===== config.mk =====
export PLATFORM = sky130hd
export DESIGN_NAME = seg_scan
export DESIGN_NICKNAME = d
export VERILOG_FILES = /design/src/rtl/seg_scan.sv
export SDC_FILE = /design/constraint.sdc
export NUM_CORES = 1
export LEC_CHECK = 0
export ABC_CLOCK_PERIOD_IN_PS = 2400
export CAP_MARGIN = 25
export CORE_MARGIN = 2
export CORE_UTILIZATION = 50
export CTS_CLUSTER_DIAMETER = 50
export DETAILED_ROUTE_END_ITERATION = 10
export PLACE_DENSITY = 0.84
export SLEW_MARGIN = 0
export SYNTH_ARGS = -nofsm -noshare
export SYNTH_HDL_FRONTEND = slang
export SYNTH_SLANG_ARGS = --single-unit
export TNS_END_PERCENT = 5

===== constraint.sdc =====
create_clock -name clk -period 2.4 [get_ports clk]
set_clock_uncertainty 0.15 [all_clocks]
set_input_delay 0.6 -clock clk [delete_from_list [all_inputs] [get_ports clk]]
set_output_delay 0.6 -clock clk [all_outputs]
set_load 0.005 [all_outputs]

===== src/rtl/seg_scan.sv =====
// seg_scan: time-multiplexed scan controller for a common-anode multi-digit
// 7-segment display. Holds a double-buffered hex value, walks one digit per
// slot with a dead time at each slot start, and optionally blanks leading
// zeros. Outputs are registered and decoded from next-state values.
module seg_scan #(
    parameter int DIGITS = 4,
    parameter int DIV    = 1000,
    parameter int DEAD   = 2
) (
    input  logic                  clk,
    input  logic                  rst,
    input  logic                  load,
    input  logic [4*DIGITS-1:0]   value,
    input  logic                  blank_lz,
    output logic [7:0]            digit_data,
    output logic [DIGITS-1:0]     dig_sel,
    output logic                  pending,
    output logic                  frame_done
);

    localparam int CW = (DIV > 1) ? $clog2(DIV) : 1;
    localparam int IW = (DIGITS > 1) ? $clog2(DIGITS) : 1;

    localparam logic [CW-1:0] CNT_LAST = CW'(DIV - 1);
    localparam logic [CW-1:0] CNT_DEAD = CW'(DEAD);
    localparam logic [IW-1:0] IDX_LAST = IW'(DIGITS - 1);

    // State registers
    logic [CW-1:0]          cnt_q, cnt_d;
    logic [IW-1:0]          idx_q, idx_d;
    logic [4*DIGITS-1:0]    active_q, active_d;
    logic [4*DIGITS-1:0]    pend_q, pend_d;
    logic                   pending_q, pending_d;
    logic [DIGITS-1:0]      dig_sel_q, dig_sel_d;
    logic [7:0]             digit_data_q, digit_data_d;
    logic                   frame_done_q, frame_done_d;

    logic                   tick;
    logic                   boundary;

    // Per-digit views of the next active value
    logic [3:0]             nib_d [DIGITS];
    logic [DIGITS-1:0]      upper_zero_d;   // nibbles gi..DIGITS-1 all zero
    logic [DIGITS-1:0]      blank_d;        // digit gi is a blanked leading zero
    logic [DIGITS-1:0]      sel_low_d;      // one-hot (active-high) of idx_d

    genvar gi;
    generate
        for (gi = 0; gi < DIGITS; gi++) begin : g_digit
            assign nib_d[gi] = active_d[4*gi +: 4];

            if (gi == DIGITS - 1) begin : g_top
                assign upper_zero_d[gi] = (nib_d[gi] == 4'h0);
            end else begin : g_mid
                assign upper_zero_d[gi] = (nib_d[gi] == 4'h0) && upper_zero_d[gi+1];
            end

            // The rightmost digit always shows, so a zero value still reads "0".
            if (gi == 0) begin : g_lsd
                assign blank_d[gi] = 1'b0;
            end else begin : g_hi
                assign blank_d[gi] = blank_lz && upper_zero_d[gi];
            end

            assign sel_low_d[gi] = (idx_d == IW'(gi));
        end
    endgenerate

    // Prescaler, digit index and double-buffer next-state
    always_comb begin
        tick     = (cnt_q == CNT_LAST);
        boundary = tick && (idx_q == IDX_LAST);

        cnt_d = tick ? '0 : cnt_q + CW'(1);

        idx_d = idx_q;
        if (tick) begin
            idx_d = (idx_q == IDX_LAST) ? '0 : idx_q + IW'(1);
        end

        active_d  = active_q;
        pend_d    = pend_q;
        pending_d = pending_q;
        if (load && boundary) begin
            // Freshest value goes straight to the display; stale pend is dropped.
            active_d  = value;
            pending_d = 1'b0;
        end else if (load) begin
            pend_d    = value;
            pending_d = 1'b1;
        end else if (boundary && pending_q) begin
            active_d  = pend_q;
            pending_d = 1'b0;
        end
    end

    // Output decode from next-state so registered outputs align with state
    always_comb begin
        logic in_dead;
        logic cur_blank;
        in_dead   = (cnt_d < CNT_DEAD);
        cur_blank = blank_d[idx_d];

        if (in_dead || cur_blank) begin
            dig_sel_d = '1;
        end else begin
            dig_sel_d = ~sel_low_d;
        end

        if (cur_blank) begin
            digit_data_d = 8'h10;
        end else begin
            digit_data_d = {4'h0, nib_d[idx_d]};
        end

        frame_done_d = (cnt_d == CNT_LAST) && (idx_d == IDX_LAST);
    end

    // State and output registers with asynchronous reset
    always_ff @(posedge clk or posedge rst) begin
        if (rst) begin
            cnt_q        <= '0;
            idx_q        <= '0;
            active_q     <= '0;
            pend_q       <= '0;
            pending_q    <= 1'b0;
            dig_sel_q    <= '1;
            digit_data_q <= 8'h00;
            frame_done_q <= 1'b0;
        end else begin
            cnt_q        <= cnt_d;
            idx_q        <= idx_d;
            active_q     <= active_d;
            pend_q       <= pend_d;
            pending_q    <= pending_d;
            dig_sel_q    <= dig_sel_d;
            digit_data_q <= digit_data_d;
            frame_done_q <= frame_done_d;
        end
    end

    assign digit_data = digit_data_q;
    assign dig_sel    = dig_sel_q;
    assign pending    = pending_q;
    assign frame_done = frame_done_q;

endmodule

# Yosys cells after proc, flatten, opt, wreduce, memory -nomap -nowiden
# Cells that the tools add are included.
[classes] n_eq_ne=6 order_cmp=3 n_reduce_logical=16 muxes=16 bitwise_logic=3 n_addsub=2
[op_table] cell="$mux W16" count=3
[op_table] cell="$eq A10 B10 Y1 const B" count=2
[op_table] cell="$logic_not A4 Y1" count=3
[op_table] cell="$mux W4" count=3
[op_table] cell="$add A10 B1 Y10 const B" count=1
[op_table] cell="$lt A10 B2 Y1 const B" count=1
[op_table] cell="$mux W10" count=1
[op_table] cell="$logic_and A1 B1 Y1" count=9
[op_table] cell="$bmux W4 S2" count=1
[op_table] cell="$eq A2 B2 Y1 const B" count=3
[op_table] cell="$mux W5" count=1
[op_table] cell="$mux W1" count=4
[op_table] cell="$mux W2" count=2
[op_table] cell="$not A4 Y4" count=1
[op_table] cell="$ge A3 B3 Y1 const B" count=1
[op_table] cell="$lt A2 B3 Y1 const B" count=1
[op_table] cell="$not A2 Y3" count=1
[op_table] cell="$reduce_bool A3 Y1" count=1
[op_table] cell="$add A2 B1 Y2 const B" count=1
[op_table] cell="$bmux W1 S2" count=1
[op_table] cell="$eq A2 B1 Y1 const B" count=1
[op_table] cell="$logic_not A2 Y1" count=1
[op_table] cell="$reduce_and A2 Y1" count=1
[op_table] cell="$logic_or A1 B1 Y1" count=1
[op_table] cell="$not A1 Y1" count=1
[totals] input_bits=20 wordCells=54 register_bits=58 out_inout_bits=14

# Logic depth before layout (Yosys ltp)
[logic_depth] depth_word=14 mapped_depth=9

# Worst setup path after synthesis
# No wires, ideal clock.
[synth_path] path_type="input to register" from="input load" to="register digit_data_q[3] (netlist: digit_data[3])" path_stages=8 arrival_ns=2.210 slack_ns=-0.086 t_required_ns=2.124 setup_time_ns=0.126 cell_sequence="clkbuf_1 -> nand3_1 -> or3_1 -> buf_6 -> o22a_4 -> and2_4 -> a22o_1 -> a221o_1"
[synth_between] word_cells_on_any_way=17 cone_classes="mux: 8; reduce/logical: 9"
[synth_rtl] item="start: declaration" line="12" source="input logic load,"
[synth_rtl] item="$mux W16 or $logic_and A1 B1 Y1 (tied branches)" line="88, 84"
[synth_rtl] item="$mux W16 *" line="84" source="if (load && boundary) begin"
[synth_rtl] item="named net active_d[7]" line="31" source="logic [4*DIGITS-1:0] active_q, active_d;"
[synth_rtl] item="$logic_not A4 Y1" line="55" source="assign upper_zero_d[gi] = (nib_d[gi] == 4'h0) && upper_zero_d[gi+1];"
[synth_rtl] item="$logic_and A1 B1 Y1" line="55"
[synth_rtl] item="$logic_and A1 B1 Y1" line="62" source="assign blank_d[gi] = blank_lz && upper_zero_d[gi];"
[synth_rtl] item="$bmux W1 S2" line="102" source="cur_blank = blank_d[idx_d];"
[synth_rtl] item="$mux W1 (not written as such)" line="102"
[synth_rtl] item="$mux W5 *" line="110" source="if (cur_blank) begin"
[synth_rtl] item="named net digit_data_d[3]" line="35" source="logic [7:0] digit_data_q, digit_data_d;"
[synth_rtl] item="end signal: assignment" line="137" source="digit_data_q <= digit_data_d;"
[synth_rtl] item="end: declaration" line="35"
# Mark *: on every way through the listed nets, which the timed path passes. The rest lies on a longest branch. The select of a mux whose other input is x is not followed.
# A chain may end at the register's enable or synchronous reset.

# Worst setup path after layout
[layout_path] from="register cnt_q[1]" to="register dig_sel_q[1] (netlist: dig_sel[1])"
[layout_between] word_cells_on_any_way=25 cone_classes="add/sub: 1; order compare: 1; eq/ne: 2; mux: 8; bitwise: 1; reduce/logical: 12"
[layout_rtl] item="start: declaration" line="29" source="logic [CW-1:0] cnt_q, cnt_d;"
[layout_rtl] item="start signal: assignment" line="131" source="cnt_q <= cnt_d;"
[layout_rtl] item="$eq A10 B10 Y1 *" line="71" source="tick = (cnt_q == CNT_LAST);"
[layout_rtl] item="$logic_and A1 B1 Y1 *" line="72" source="boundary = tick && (idx_q == IDX_LAST);"
[layout_rtl] item="$logic_and A1 B1 Y1" line="91" source="end else if (boundary && pending_q) begin"
[layout_rtl] item="$mux W16" line="91"
[layout_rtl] item="$mux W16" line="88" source="end else if (load) begin"
[layout_rtl] item="$mux W16 *" line="84"
[layout_rtl] item="named net active_d[5]" line="31"
[layout_rtl] item="$logic_not A4 Y1 *" line="55"
[layout_rtl] item="$logic_and A1 B1 Y1 *" line="55"
[layout_rtl] item="$logic_and A1 B1 Y1 *" line="62"
[layout_rtl] item="$bmux W1 S2 *" line="102"
[layout_rtl] item="$mux W1 (not written as such) *" line="102"
[layout_rtl] item="$logic_or A1 B1 Y1 *" line="104" source="if (in_dead || cur_blank) begin"
[layout_rtl] item="$mux W4 *" line="104"
[layout_rtl] item="named net dig_sel_d[1]" line="34" source="logic [DIGITS-1:0] dig_sel_q, dig_sel_d;"
[layout_rtl] item="end signal: assignment" line="136" source="dig_sel_q <= dig_sel_d;"
[layout_rtl] item="end: declaration" line="34"
# Marks and branches as above.

==> run summary <==
met3 Use GR - 4.494%
TritonRoute pass-1 iters - 4
# fillers - 422
CTS tree - yes
Critical Path RT - 2.50 ns
design area - 0.003884 mm^2
vias per inst - 5.904
RSZ-0062 raised after global routing - yes
busiest layer in global routing - met2
count of unique library cells instantiated by Yosys - 57
mux share of post-synthesis cell area - 6.156%
Detail Placement HPWL - 5332 um
Syn Area/Cell - 9.988 um^2
layout cell share with drive strength beyond 1 - 30.05%
crit-path max FO - 7
Antenna diodes - 0
Hold Vio Cnt, Final - 0
f_max - 0.4224 GHz
peak supply drop - 0.3075 mV
H-tree depth - 2
Setup-failing EPs final - 0
placed cell count - 424
Top FF cell, synth - dfrtp_1
Nets - 388
initial cell density of the core - 52.50%
clock buffer count from CTS - 5
asr flop ratio synth - 100.0%
CP max stage delay - 0.42 ns
Arr. time, crit path - 2.47 ns
Yosys Warn Count - 0
clock sinks - 55
GRT Resource Usage Total - 23.73%
clk slew on worst S/H paths - 0.09 ns
sequential-to-total area share from yosys stat - 47.20%
DIE WIDTH - 80.51 um
Avg WL per Cell - 17.20 um
Final GP Congestion - 0.9070
met1 GRT Util - 31.44%
number of global-route vias before repair - 2503
Post-Syn Instances - 293
die area - 0.006481 mm^2
CP max-delay cell - dfrtp_1
reg-to-reg startpoint - cnt_q[1]
Period minus WS final - 2.368 ns
DR vias - 2586
I/O Pins - 34
CP cell instances - ha_4 > and4_2 > buf_4 > a31oi_1 > a211oi_1 > buf_4 > a2111oi_4 > o2111ai_2 > nand2_1
max cap viols - 0
final core utilization - 69.67%
Clock Path Buffers - 2
area delta synth->final - 32.71%
CP Buf/Inv Count - 2
Post-synth EDFFs - 0
Pwr Density - 425.1 mW/mm^2
Final ANT Viol Nets - 0
crit-path leading delay family - compound AO/OA/AOI/OAI gates
initial antenna violation count - 0
Simple-Gate Fraction of Synth Area - 18.55%
reg-to-reg setup timing slack - 0.03 ns
Area after DPL - 0.003615 mm^2
most prevalent standard cell on the critical path - buf_4
Overall Power - 1651 uW
Worst Setup End Kind - flop
Hold WC Path Type - in2async
initial DRC count - 226
FF/Latch Area - 0.001383 mm^2
largest net degree at the start of global routing - 34
Post-Syn Area - 0.002927 mm^2
area of the multi-input gates - 0.001486 mm^2
Non-Filler Instances - 438
Synth Register Bits - 55
Cell Rows - 27
drt drc - 0
Buffers on Ports - 30
Routed WL - 7532 um
worst skew pair latency - 0.31 ns
Core ar. - 0.005574 mm^2
leakage - 0.001701 uW
status - finished clean
first-pass GRT wire length - 11670 um
die height - 80.51 um
largest family of logic cells by synthesized area - compound AO/OA/AOI/OAI gates
Overflow after GRT - 0
Crit. Startpoint - cnt_q[1]
Synth Area in Compound Gates - 18.73%
GRT met2 Usage - 38.83%
period utilisation layout - 98.65%
CTS root buf - clkbuf_8
WS Path Type - reg2reg
actual slew at the worst max-slew pin - 0.5560 ns
max-slew violation count - 0
Slew headroom - 62.61%
Synth Area in Adders - 1.283%
post-synthesis xor/xnor area fraction - 1.496%
Startpoint Class - flop
==> cells in the mapped netlist, types with 3 or more instances <==
cell      count  area (um^2)
nor4_1        8        50.05
a31oi_1      14        87.58
nor3_1        5        25.02
o32ai_1       5        43.79
ha_1          3        37.54
and4_1        3        26.28
or3_1         3        18.77
dfstp_2       4        105.1
buf_4         3        22.52
o31ai_1       3        22.52
mux2_2       16        180.2
dfrtp_1      51         1276
inv_1        20        75.07
xor2_1        4        35.03
nor2b_1       4        25.02
a221o_1       3        30.03
a211oi_1      4        30.03
o21ai_0      10        50.05
nor2_1       31        116.4
and2_1        4        25.02
buf_2        10        50.05
nand3_1      11        55.05
nand2b_1      3        18.77
clkbuf_1      6        22.52
a21oi_1       4        20.02
o22ai_1       6        37.54
nand2_1      15        56.30
nand4b_1      3        26.28
==> routing by layer <==
metal | wire, um | up-vias
li1 | - | 1211
met1 | 3175 | 1245
met2 | 3723 | 112
met3 | 471 | 18
met4 | 163 | 0
met5 | 0 | -
==> cell usage in the layout (no fill, tap or decap), drive strengths merged, types with 3 or more instances in the layout <==
cell type,instances
a31oi,14
nand4b,3
o22ai,6
clkbuf,8
nor2,32
conb,3
o31ai,3
nor3,6
and2,5
a211oi,4
dfstp,4
nor2b,4
clkdlybuf4s50,29
o22a,3
buf,53
nand3,11
ha,3
o21ai,10
nand2b,3
and4,3
nor4,8
inv,21
nand2,15
mux2,16
o32ai,5
a221o,3
dfrtp,51
xor2,4
nand4,3
or3,3
a21oi,4
==> state kept, by name, summed over array words and instances (netlist names) <==
signal,flops
idx_q,2
dig_sel,4
cnt_q,10
frame_done,1
active_q,16
pend_q,16
digit_data,5
pending,1
==> area by class of cell <==
class                   count  area share [%]
multi-input cells         198           38.27
flip-flops and latches     55           35.60
repair buffers             84           19.33
well taps                  72           2.320
clock buffers               7           2.223
inverters                  21           2.030
clock inverters             1          0.2255
==> worst reg2reg max path: stages, from the launching register on <==
cell	delay (ns)
dfrtp_1	0.42
ha_4	0.19
and4_2	0.30
buf_4	0.17
a31oi_1	0.16
a211oi_1	0.07
buf_4	0.17
a2111oi_4	0.33
o2111ai_2	0.23
nand2_1	0.13
==> worst paths after layout <==
path	cells past startpoint	endpoint
hold / removal	2	digit_data[4]
min in group clk	1	pend_q[6]
setup reg to reg	9	dig_sel[1]
hold reg to reg	1	pend_q[6]
setup / recovery	9	dig_sel[1]
max in group asynchronous	3	dig_sel[3]
==> repair_timing <==
action | CTS | global route
setup buffers | 0 | 6
gates resized for setup | 3 | 21
setup endpoints to repair | 5 | 25
gates cloned | 0 | 0
hold buffers | 0 | 0
pin swaps | 2 | 8
==> power by group <==
group / internal (uW) / switching [uW] / leakage [uW]
Sequential: 958 / 19.1 / 0.000672
Clock: 237 / 290 / 0.0000484
Combinational: 81.7 / 64.5 / 0.000980
Total: 1280 / 374 / 0.00170
==> through the flow <==
step,TNS [ns],setup slack (ns),hold WS [ns]
2_1_floorplan,0,0.0002280,0.3122
3_3_place_gp,-2.036,-0.2909,0.3278
3_5_place_dp,-2.495,-0.3623,0.3345
4_1_cts,0,0.006018,0.3419
5_1_grt,-0.3690,-0.08654,0.3521
6_report,0,0.03244,0.3489
==> kinds of logic after synthesis <==
| family | count (synthesis) |
|---|---|
| AO/OA/AOI/OAI | 71 |
| buffers and inverters | 42 |
| multiplexers | 16 |
| other | 1 |
| adder cells (fa/ha/maj) | 3 |
| AND/OR/NAND/NOR | 100 |
| flip-flops | 55 |
| XOR/XNOR | 5 |
(Power assumes the default switching activity.)
